File: config.mk
export PLATFORM = sky130hd
export DESIGN_NAME = lrwait_tcdm_queue
export DESIGN_NICKNAME = d
export VERILOG_FILES = /design/src/rtl/lrwait_tcdm_queue.sv
export SDC_FILE = /design/constraint.sdc
export NUM_CORES = 1
export LEC_CHECK = 0
export CORE_ASPECT_RATIO = 0.5
export CORE_MARGIN = 1.5
export CORE_UTILIZATION = 50
export CTS_CLUSTER_DIAMETER = 150
export DETAILED_ROUTE_END_ITERATION = 10
export GPL_TIMING_DRIVEN = 0
export MAX_ROUTING_LAYER = met4
export PLACE_DENSITY = 0.83
export SLEW_MARGIN = 0
export SYNTH_ARGS = -nofsm -noshare
export SYNTH_HDL_FRONTEND = slang
export SYNTH_SLANG_ARGS = --single-unit
File: constraint.sdc
create_clock -name clk_i -period 8.86 [get_ports clk_i]
set_input_delay 2.215 -clock clk_i [delete_from_list [all_inputs] [get_ports clk_i]]
set_output_delay 2.215 -clock clk_i [all_outputs]
set_load 0.01 [all_outputs]
File: src/rtl/lrwait_tcdm_queue.sv
`default_nettype none
// ============================================================================
// Module   : lrwait_tcdm_queue
// Purpose  : Bank-side LRWait/SCWait reservation queues in front of one TCDM
//            SRAM bank. The first LRWait to an address is answered from
//            memory. Later LRWaits become SuccUpdates to the previous tail.
//            WakeUps hand the reservation to the next head.
// Revision : 1.0 - initial release
// ============================================================================
module lrwait_tcdm_queue #(
  parameter int unsigned NumQueues    = 2,
  parameter int unsigned AddrWidth    = 32,
  parameter int unsigned DataWidth    = 32,
  parameter int unsigned MetaWidth    = 16,
  parameter int unsigned MemAddrWidth = 10
) (
  input  logic                    clk_i,
  input  logic                    rst_i,
  input  logic                    in_valid_i,
  output logic                    in_ready_o,
  input  logic [AddrWidth-1:0]    in_addr_i,
  input  logic                    in_write_i,
  input  logic [3:0]              in_amo_i,
  input  logic [DataWidth-1:0]    in_wdata_i,
  input  logic [DataWidth/8-1:0]  in_be_i,
  input  logic [MetaWidth-1:0]    in_meta_i,
  input  logic                    in_lrwait_i,
  output logic                    out_valid_o,
  input  logic                    out_ready_i,
  output logic [DataWidth-1:0]    out_rdata_o,
  output logic [MetaWidth-1:0]    out_meta_o,
  output logic                    out_lrwait_o,
  output logic                    mem_req_o,
  output logic                    mem_we_o,
  output logic [MemAddrWidth-1:0] mem_addr_o,
  output logic [DataWidth-1:0]    mem_wdata_o,
  output logic [DataWidth/8-1:0]  mem_be_o,
  input  logic [DataWidth-1:0]    mem_rdata_i
);

  localparam int unsigned c_idx_w       = (NumQueues > 1) ? $clog2(NumQueues) : 1;
  localparam logic [3:0]  c_amo_lrwait  = 4'hC;
  localparam logic [3:0]  c_amo_scwait  = 4'hD;

  // Reservation queue state
  logic [NumQueues-1:0] r_q_valid;
  logic [AddrWidth-1:0] r_q_addr [NumQueues];
  logic [MetaWidth-1:0] r_q_head [NumQueues];
  logic [MetaWidth-1:0] r_q_tail [NumQueues];

  // Response register
  logic                 r_out_valid;
  logic                 r_out_lrwait;
  logic                 r_out_fresh;
  logic [MetaWidth-1:0] r_out_meta;
  logic [DataWidth-1:0] r_out_rdata;

  logic                 w_hit;
  logic [c_idx_w-1:0]   w_hit_idx;
  logic                 w_free;
  logic [c_idx_w-1:0]   w_free_idx;
  logic                 w_wakeup;
  logic                 w_lr;
  logic                 w_sc;
  logic                 w_sc_ok;
  logic                 w_stall;
  logic                 w_accept;
  logic                 w_resp;
  logic                 w_resp_read;
  logic                 w_resp_lrwait;
  logic [MetaWidth-1:0] w_resp_meta;
  logic [DataWidth-1:0] w_resp_data;

  // Lowest-index matching queue and lowest-index free queue (descending scan)
  always_comb begin
    w_hit      = 1'b0;
    w_hit_idx  = '0;
    w_free     = 1'b0;
    w_free_idx = '0;
    for (int i = NumQueues - 1; i >= 0; i--) begin
      if (r_q_valid[i] && (r_q_addr[i] == in_addr_i)) begin
        w_hit     = 1'b1;
        w_hit_idx = c_idx_w'(i);
      end
      if (!r_q_valid[i]) begin
        w_free     = 1'b1;
        w_free_idx = c_idx_w'(i);
      end
    end
  end

  assign w_wakeup   = (in_amo_i == c_amo_lrwait) && in_lrwait_i;
  assign w_lr       = (in_amo_i == c_amo_lrwait) && !in_lrwait_i;
  assign w_sc       = (in_amo_i == c_amo_scwait);
  assign w_sc_ok    = w_sc && w_hit && (in_meta_i == r_q_head[w_hit_idx]);
  // A new reservation with every queue taken must wait for one to free up
  assign w_stall    = w_lr && !w_hit && !w_free;
  assign in_ready_o = !rst_i && (!r_out_valid || out_ready_i) && !w_stall;
  assign w_accept   = in_valid_i && in_ready_o;

  // Request decode: SRAM access and the response to be captured
  always_comb begin
    mem_req_o     = 1'b0;
    mem_we_o      = 1'b0;
    mem_addr_o    = in_addr_i[MemAddrWidth+1:2];
    mem_wdata_o   = in_wdata_i;
    mem_be_o      = in_be_i;
    w_resp        = 1'b0;
    w_resp_read   = 1'b0;
    w_resp_lrwait = 1'b0;
    w_resp_meta   = in_meta_i;
    w_resp_data   = '0;
    if (w_accept) begin
      if (w_wakeup) begin
        // Missed WakeUps are dropped silently
        if (w_hit) begin
          mem_req_o   = 1'b1;
          w_resp      = 1'b1;
          w_resp_read = 1'b1;
          w_resp_meta = in_wdata_i[MetaWidth-1:0];
        end
      end else if (w_lr) begin
        if (w_hit) begin
          // SuccUpdate to the old tail carrying the new requester's meta
          w_resp        = 1'b1;
          w_resp_lrwait = 1'b1;
          w_resp_meta   = r_q_tail[w_hit_idx];
          w_resp_data   = DataWidth'(in_meta_i);
        end else begin
          mem_req_o   = 1'b1;
          w_resp      = 1'b1;
          w_resp_read = 1'b1;
        end
      end else if (w_sc) begin
        w_resp = 1'b1;
        if (w_sc_ok) begin
          mem_req_o = 1'b1;
          mem_we_o  = 1'b1;
        end else begin
          w_resp_data = DataWidth'(1);
        end
      end else begin
        mem_req_o   = 1'b1;
        mem_we_o    = in_write_i;
        w_resp      = 1'b1;
        w_resp_read = !in_write_i;
      end
    end
  end

  // Queue allocation, tail append, head hand-over and release
  always_ff @(posedge clk_i) begin
    if (rst_i) begin
      r_q_valid <= '0;
      for (int i = 0; i < NumQueues; i++) begin
        r_q_addr[i] <= '0;
        r_q_head[i] <= '0;
        r_q_tail[i] <= '0;
      end
    end else if (w_accept) begin
      if (w_wakeup && w_hit) begin
        r_q_head[w_hit_idx] <= in_wdata_i[MetaWidth-1:0];
      end
      if (w_lr && w_hit) begin
        r_q_tail[w_hit_idx] <= in_meta_i;
      end
      if (w_lr && !w_hit) begin
        r_q_valid[w_free_idx] <= 1'b1;
        r_q_addr[w_free_idx]  <= in_addr_i;
        r_q_head[w_free_idx]  <= in_meta_i;
        r_q_tail[w_free_idx]  <= in_meta_i;
      end
      if (w_sc_ok && (r_q_head[w_hit_idx] == r_q_tail[w_hit_idx])) begin
        r_q_valid[w_hit_idx] <= 1'b0;
      end
    end
  end

  // Response register; fresh read data is passed through once, then held
  always_ff @(posedge clk_i) begin
    if (rst_i) begin
      r_out_valid  <= 1'b0;
      r_out_lrwait <= 1'b0;
      r_out_fresh  <= 1'b0;
      r_out_meta   <= '0;
      r_out_rdata  <= '0;
    end else if (w_accept && w_resp) begin
      r_out_valid  <= 1'b1;
      r_out_lrwait <= w_resp_lrwait;
      r_out_fresh  <= w_resp_read;
      r_out_meta   <= w_resp_meta;
      r_out_rdata  <= w_resp_data;
    end else begin
      if (out_ready_i) begin
        r_out_valid <= 1'b0;
      end
      if (r_out_fresh) begin
        r_out_rdata <= mem_rdata_i;
        r_out_fresh <= 1'b0;
      end
    end
  end

  assign out_valid_o  = r_out_valid;
  assign out_lrwait_o = r_out_lrwait;
  assign out_meta_o   = r_out_meta;
  assign out_rdata_o  = r_out_fresh ? mem_rdata_i : r_out_rdata;

endmodule
`default_nettype wire
# Yosys cells after proc, flatten, opt, wreduce, memory -nomap -nowiden
# Memory sizes are Yosys's and may differ from the RTL's.
# Index checks and enable logic that the tools add are counted.
[word_totals] regBits=53 ramBits=128 inputBits=126 n_memories=3
[classes] magnitude_cmp=4 n_eq_ne=6 mux=77 bitwise_logic=5 reduce_logical=32
[mem_list] name="r_q_addr" words=2 word_bits=32 read_ports=2 rd_clocked_by_memory_dff=0 wr=2 line_no="47" text="logic [AddrWidth-1:0] r_q_addr [NumQueues];"
[mem_list] name="r_q_head" words=2 word_bits=16 read_ports=1 rd_clocked_by_memory_dff=0 wr=2 line_no="48" text="logic [MetaWidth-1:0] r_q_head [NumQueues];"
[mem_list] name="r_q_tail" words=2 word_bits=16 read_ports=1 rd_clocked_by_memory_dff=0 wr=2 line_no="49" text="logic [MetaWidth-1:0] r_q_tail [NumQueues];"
[ops] cell="$mux W32" n=6
[ops] cell="$mux W16" n=10
[ops] cell="$eq A32 B32 Y1" n=2
[ops] cell="$reduce_or A16 Y1" n=4
[ops] cell="$mux W1" n=55
[ops] cell="$eq A16 B16 Y1" n=2
[ops] cell="$reduce_or A32 Y1" n=1
[ops] cell="$logic_and A1 B1 Y1" n=17
[ops] cell="$eq A4 B4 Y1 const B" n=2
[ops] cell="$mux W2" n=4
[ops] cell="$logic_not A1 Y1" n=7
[ops] cell="$lt A1 B2 Y1 const B" n=2
[ops] cell="$reduce_or A3 Y1" n=1
[ops] cell="$and A2 B2 Y2" n=1
[ops] cell="$demux W1 S1" n=2
[ops] cell="$ge A1 B1 Y1 const B" n=2
[ops] cell="$not A1 Y1" n=2
[ops] cell="$not A2 Y2" n=1
[ops] cell="$or A2 B2 Y2" n=1
[ops] cell="$reduce_bool A2 Y1" n=1
[ops] cell="$logic_or A1 B1 Y1" n=1

# Longest topological paths before layout
# Gate-level depths: netlist (run 1).
# An unclocked memory read counts as a cell.
[logic_depth] depth_word=17 depth_mapped=11 mapped_depth_nobuf=8

# Worst setup path after synthesis (run 1)
# OpenSTA, ideal clock, no wires.
[synth_timing] kind="in2out" start="in in_addr_i[15]" end="out mem_req_o" arrival_ps=4171 path_slack_ps=2474 stages=8 path_cell_list="xor2_1 nor4_1 nand4_1 or4_1 buf_2 o41a_1 nor3b_2 o21a_1"
[synth_via] elab_chain_cells=12 elab_cells_between_ends=24 cone_classes="eq/ne: 3; mux: 10; reduce/logical: 10; memory: 1"
[synth_lines] element="start, declared" line_no="21" text="input logic [AddrWidth-1:0] in_addr_i,"
[synth_lines] element="$eq A32 B32 Y1" line_no="81" text="if (r_q_valid[i] && (r_q_addr[i] == in_addr_i)) begin"
[synth_lines] element="$logic_and A1 B1 Y1" line_no="81"
[synth_lines] element="$mux W1 (2 in series)" line_no="81"
[synth_lines] element="$mem_v2 Z2 W16"
[synth_lines] element="$eq A16 B16 Y1" line_no="95" text="assign w_sc_ok = w_sc && w_hit && (in_meta_i == r_q_head[w_hit_idx]);"
[synth_lines] element="$logic_and A1 B1 Y1" line_no="95"
[synth_lines] element="$mux W1" line_no="136" text="if (w_sc_ok) begin"
[synth_lines] element="$mux W1" line_no="134" text="end else if (w_sc) begin"
[synth_lines] element="$mux W1" line_no="122" text="end else if (w_lr) begin"
[synth_lines] element="$mux W1" line_no="114" text="if (w_wakeup) begin"
[synth_lines] element="$mux W1 (*)" line_no="113" text="if (w_accept) begin"
[synth_lines] element="end, declared" line_no="33" text="output logic mem_req_o,"
# Mark *: on every way between the ends. The rest lies on a longest branch, timed or not.

# Worst setup path after layout (run 1)
[layout_timing] start="in in_addr_i[23]" end="out mem_req_o"
# Same word-level chain as after synthesis.

==> results of run 1 <==
## layer usage
layer | wire length, microns | vias to the layer above
li1 | - | 3637
met1 | 12800 | 3924
met2 | 13700 | 439
met3 | 2480 | 42
met4 | 540 | 0
met5 | 0 | -
## worst max-delay path, stage by stage
cell and delay [ns]:
clkdlybuf4s50_1 0.61, xor2_1 0.27, nor4_1 0.26, nand4_1 0.19
nor4_2 0.37, buf_4 0.26, nand4b_1 0.14, buf_2 0.32
mux2i_1 0.15, nor3b_2 0.23, o21a_1 0.17, clkdlybuf4s50_1 0.54
## cell usage in the layout (no fill, tap or decap), types with 5 or more instances in the layout
| master | synthesis | final |
|---|---|---|
| a21oi_1 | 35 | 35 |
| a221o_1 | 5 | 5 |
| a22o_1 | 15 | 15 |
| and2_1 | 83 | 83 |
| and3_1 | 34 | 34 |
| buf_2 | 8 | 8 |
| buf_4 | 50 | 50 |
| clkbuf_1 | 28 | 29 |
| clkbuf_16 | 0 | 18 |
| clkdlybuf4s50_1 | 0 | 201 |
| dfxtp_1 | 53 | 53 |
| edfxtp_1 | 128 | 128 |
| inv_1 | 24 | 24 |
| mux2_2 | 48 | 48 |
| mux2i_1 | 15 | 15 |
| nand2_1 | 26 | 26 |
| nand2b_1 | 11 | 11 |
| nand3_1 | 15 | 15 |
| nand3b_1 | 12 | 12 |
| nand4_1 | 21 | 21 |
| nor2_1 | 63 | 63 |
| nor2b_1 | 10 | 10 |
| nor3_1 | 11 | 11 |
| nor4_1 | 27 | 26 |
| o21ai_0 | 5 | 5 |
| o21ai_1 | 14 | 14 |
| xnor2_1 | 37 | 37 |
| xor2_1 | 76 | 76 |
## cells by family (layout without fill, tap and decap cells)
group	after synthesis	count (layout)	share of synthesized area
AO/OA/AOI/OAI	99	99	0.0711
XOR/XNOR	115	115	0.103
buffers and inverters	114	347	0.0640
flip-flops	181	181	0.496
multiplexers	64	64	0.0714
AND/OR/NAND/NOR	336	336	0.194
## how the worst max path moves through the flow
stage	startpoint	end	slack [ns]	cells past startpoint
after detailed placement	in_addr_i[11]	mem_req_o	1.04	12
after global routing	in_addr_i[11]	mem_req_o	0.79	12
after floorplan	in_addr_i[15]	mem_req_o	2.47	8
after CTS	in_addr_i[11]	mem_req_o	1.0	12
final	in_addr_i[23]	mem_req_o	0.92	12
after global placement	in_addr_i[11]	mem_req_o	1.06	12
## state kept, by name (all words and copies together) (netlist names)
name and count:
r_q_addr 64, r_out_rdata 32, r_q_head 32, r_q_tail 32, out_meta_o 16, r_q_valid 2
out_lrwait_o 1, out_valid_o 1, r_out_fresh 1
## power groups by stage
stage,combinational (mW),clock [mW],sequential [mW]
final,0.289,0.777,0.954
after global placement,0.281,0,0.971
after CTS,0.286,0.779,0.954
after floorplan,0.130,0,0.970
after global routing,0.306,0.812,0.957
after detailed placement,0.284,0,0.973
## through the flow
step                hold WS [ns]  cell area (sq um)  instances
floorplan                  0.497               9890        909
global placement           0.433              12200       1376
detailed placement         0.441              12200       1376
CTS                        0.459              12800       1408
global route               0.493              12800       1408
finish                     0.458              12800       1408
## area by class of cell
class	instances	area, sq um
clock inverter	13	134
multi-input combinational	614	4350
clock buffer	19	454
fill	1541	6590
timing repair buffer	201	2010
tap	266	333
sequential	181	4900
buffer	90	543
inverter	24	90.1
==> summary.md, run 1 <==
| Metric | Value |
|---|---|
| Worst setup SP type | input port |
| Area growth, synth to finish | 29.7% |
| # diodes | 0 |
| Min-Delay Endpoint | out_lrwait_o$_SDFFE_PP0P_ |
| Synth Instances | 909 |
| First-pass DRT Iterations | 5 |
| Routed wire length | 29600 microns |
| I/O Buffers | 201 |
| Root buffer cell | clkbuf_16 |
| GRT busiest layer | met2 |
| WL/cell | 21.0 microns |
| Initial antenna violation count | 0 |
| Final ANT Viol Nets | 0 |
| Area contributors post-synth | edfxtp_1 (39%), dfxtp_1 (11%), xor2_1 (6.7%) |
| R2R Path Start | r_q_addr[0][11]$_SDFFCE_PN0P_ |
| CTS Hold Bufs | 0 |
| Pin count of the biggest net entering global routing | 33 |
| Top-area cell type share of the netlist area | 0.389 |
| Slew HR | 0.327 |
| Syn Std Cell Area | 9890 sq um |
| Vias in the first global route | 7764 |
| Main flop type after synthesis | edfxtp_1 |
| Die Ht | around 100 microns |
| Die X | 202 microns |
| Fin Setup TNS | 0 ns |
| Post-synth EDFFs | 128 |
| Post-synthesis async set-or-reset flop share | 0 |
| Initial DRC Count | between 700 and 800 |
| Pwr Density | 157 nW/um^2 |
| Postcts setup bufs | 0 |
| Max Freq | 126 MHz |
| Final Worst Setup Slack | 0.923 ns |
| R2R depth | 9 |
| Slew Limit Fails | 0 |
| Share of layout cells above drive strength 1 | 0.138 |
| Post-synth top area cell | edfxtp_1 |
| Gate power share | 0.143 |
| Nature of the critical path endpoint | output port |
| Yosys warning count | 0 |
| FF+latch count, synth | 181 |
| Status | finished clean |
| Maximum VDD drop | 116 uV |
| Hold Violations, Final | 0 |
| Sequential share of the synthesized area | 0.496 |
| Cts repair resizes | 0 |
| First-pass GRT wire length | ~44000 microns |
| CP arrival | ~5.7 ns |
| Drt drc | 0 |
| CTS buffer count | 17 |
| CP max FO | 10 |
| Reg power frac | 0.472 |
| Syn avg cell area | about 11 sq um |
| Switching Share | 0.259 |
| Gpl congestion | roughly 0.96 |
| Final HPWL DP | 22000 microns |
| Via density | between 5 and 6 |
| Setup violators final | 0 |
| CTS tree | built |
| Pleak | 5.01 nW |
| Initial core utilization | 0.509 |
| R2r endpoint | r_q_head[0][7]$_SDFFCE_PN0P_ |
| Switch Pwr | 0.524 mW |
| Clk pwr share | 0.385 |
| Clock-pin slew of the registers on the worst-case setup and hold paths | 0.07 ns |
| Syn nets | 1035 |
| Count leader, synth | edfxtp_1 |
| DP Worst Slack | 1.04 ns |
| Tightest Hold Check Type | flip-flop to flip-flop |
| Commonest cells post-synth | edfxtp_1 (128), and2_1 (83), xor2_1 (76), nor2_1 (63), dfxtp_1 (53) |
| Critical Setup Path Class | input port to output port |
| Global Route met2 Usage | 0.483 |
| H-tree Lvls | 4 |
| Final design utilization | 0.661 |
| DR vias | 8042 |
| Final period util | 0.896 |
| Crit path required time | 6.65 ns |
| Die footprint | about 21000 sq um |
| Measured slew at the worst slew-check pin | 1.01 ns |
| Total Power | 2.02 mW |
| GR Util All Layers | 0.296 |
| Row count | 36 |
| Hold path startpoint | out_lrwait_o$_SDFFE_PP0P_ |
| Worst skew pair latency | approximately 0.44 ns |
| RSZ-0062 raised after global routing | false |
| Met1 usage | 0.390 |
| Post-synth cell types | 63 |
| Maxcap violations | 0 |
| Met3 Use GR | 0.0437 |
| Core footprint | 19400 sq um |
| Final min period | 7.94 ns |
| Hold path depth | 1 |
| GR Overflow Total | 0 |
| Internal Pwr Total | about 1.5 mW |
| Maximum root-to-sink buffer count | 2 |
| Reg-to-reg setup timing slack | 5.26 ns |
| Final #Nets | 1255 |
| Skew final | 0.0196 ns |
| I/O pin total | 225 |
| Clk sinks | around 180 |
No activity file was read; power rests on OpenSTA's default activity.
==> inputs of run 2 (changes only) <==
Settings changed: HOLD_SLACK_MARGIN set to 0.12.
==> results of run 2 <==
Final layout, timing and power as in run 1 (identical DEF).
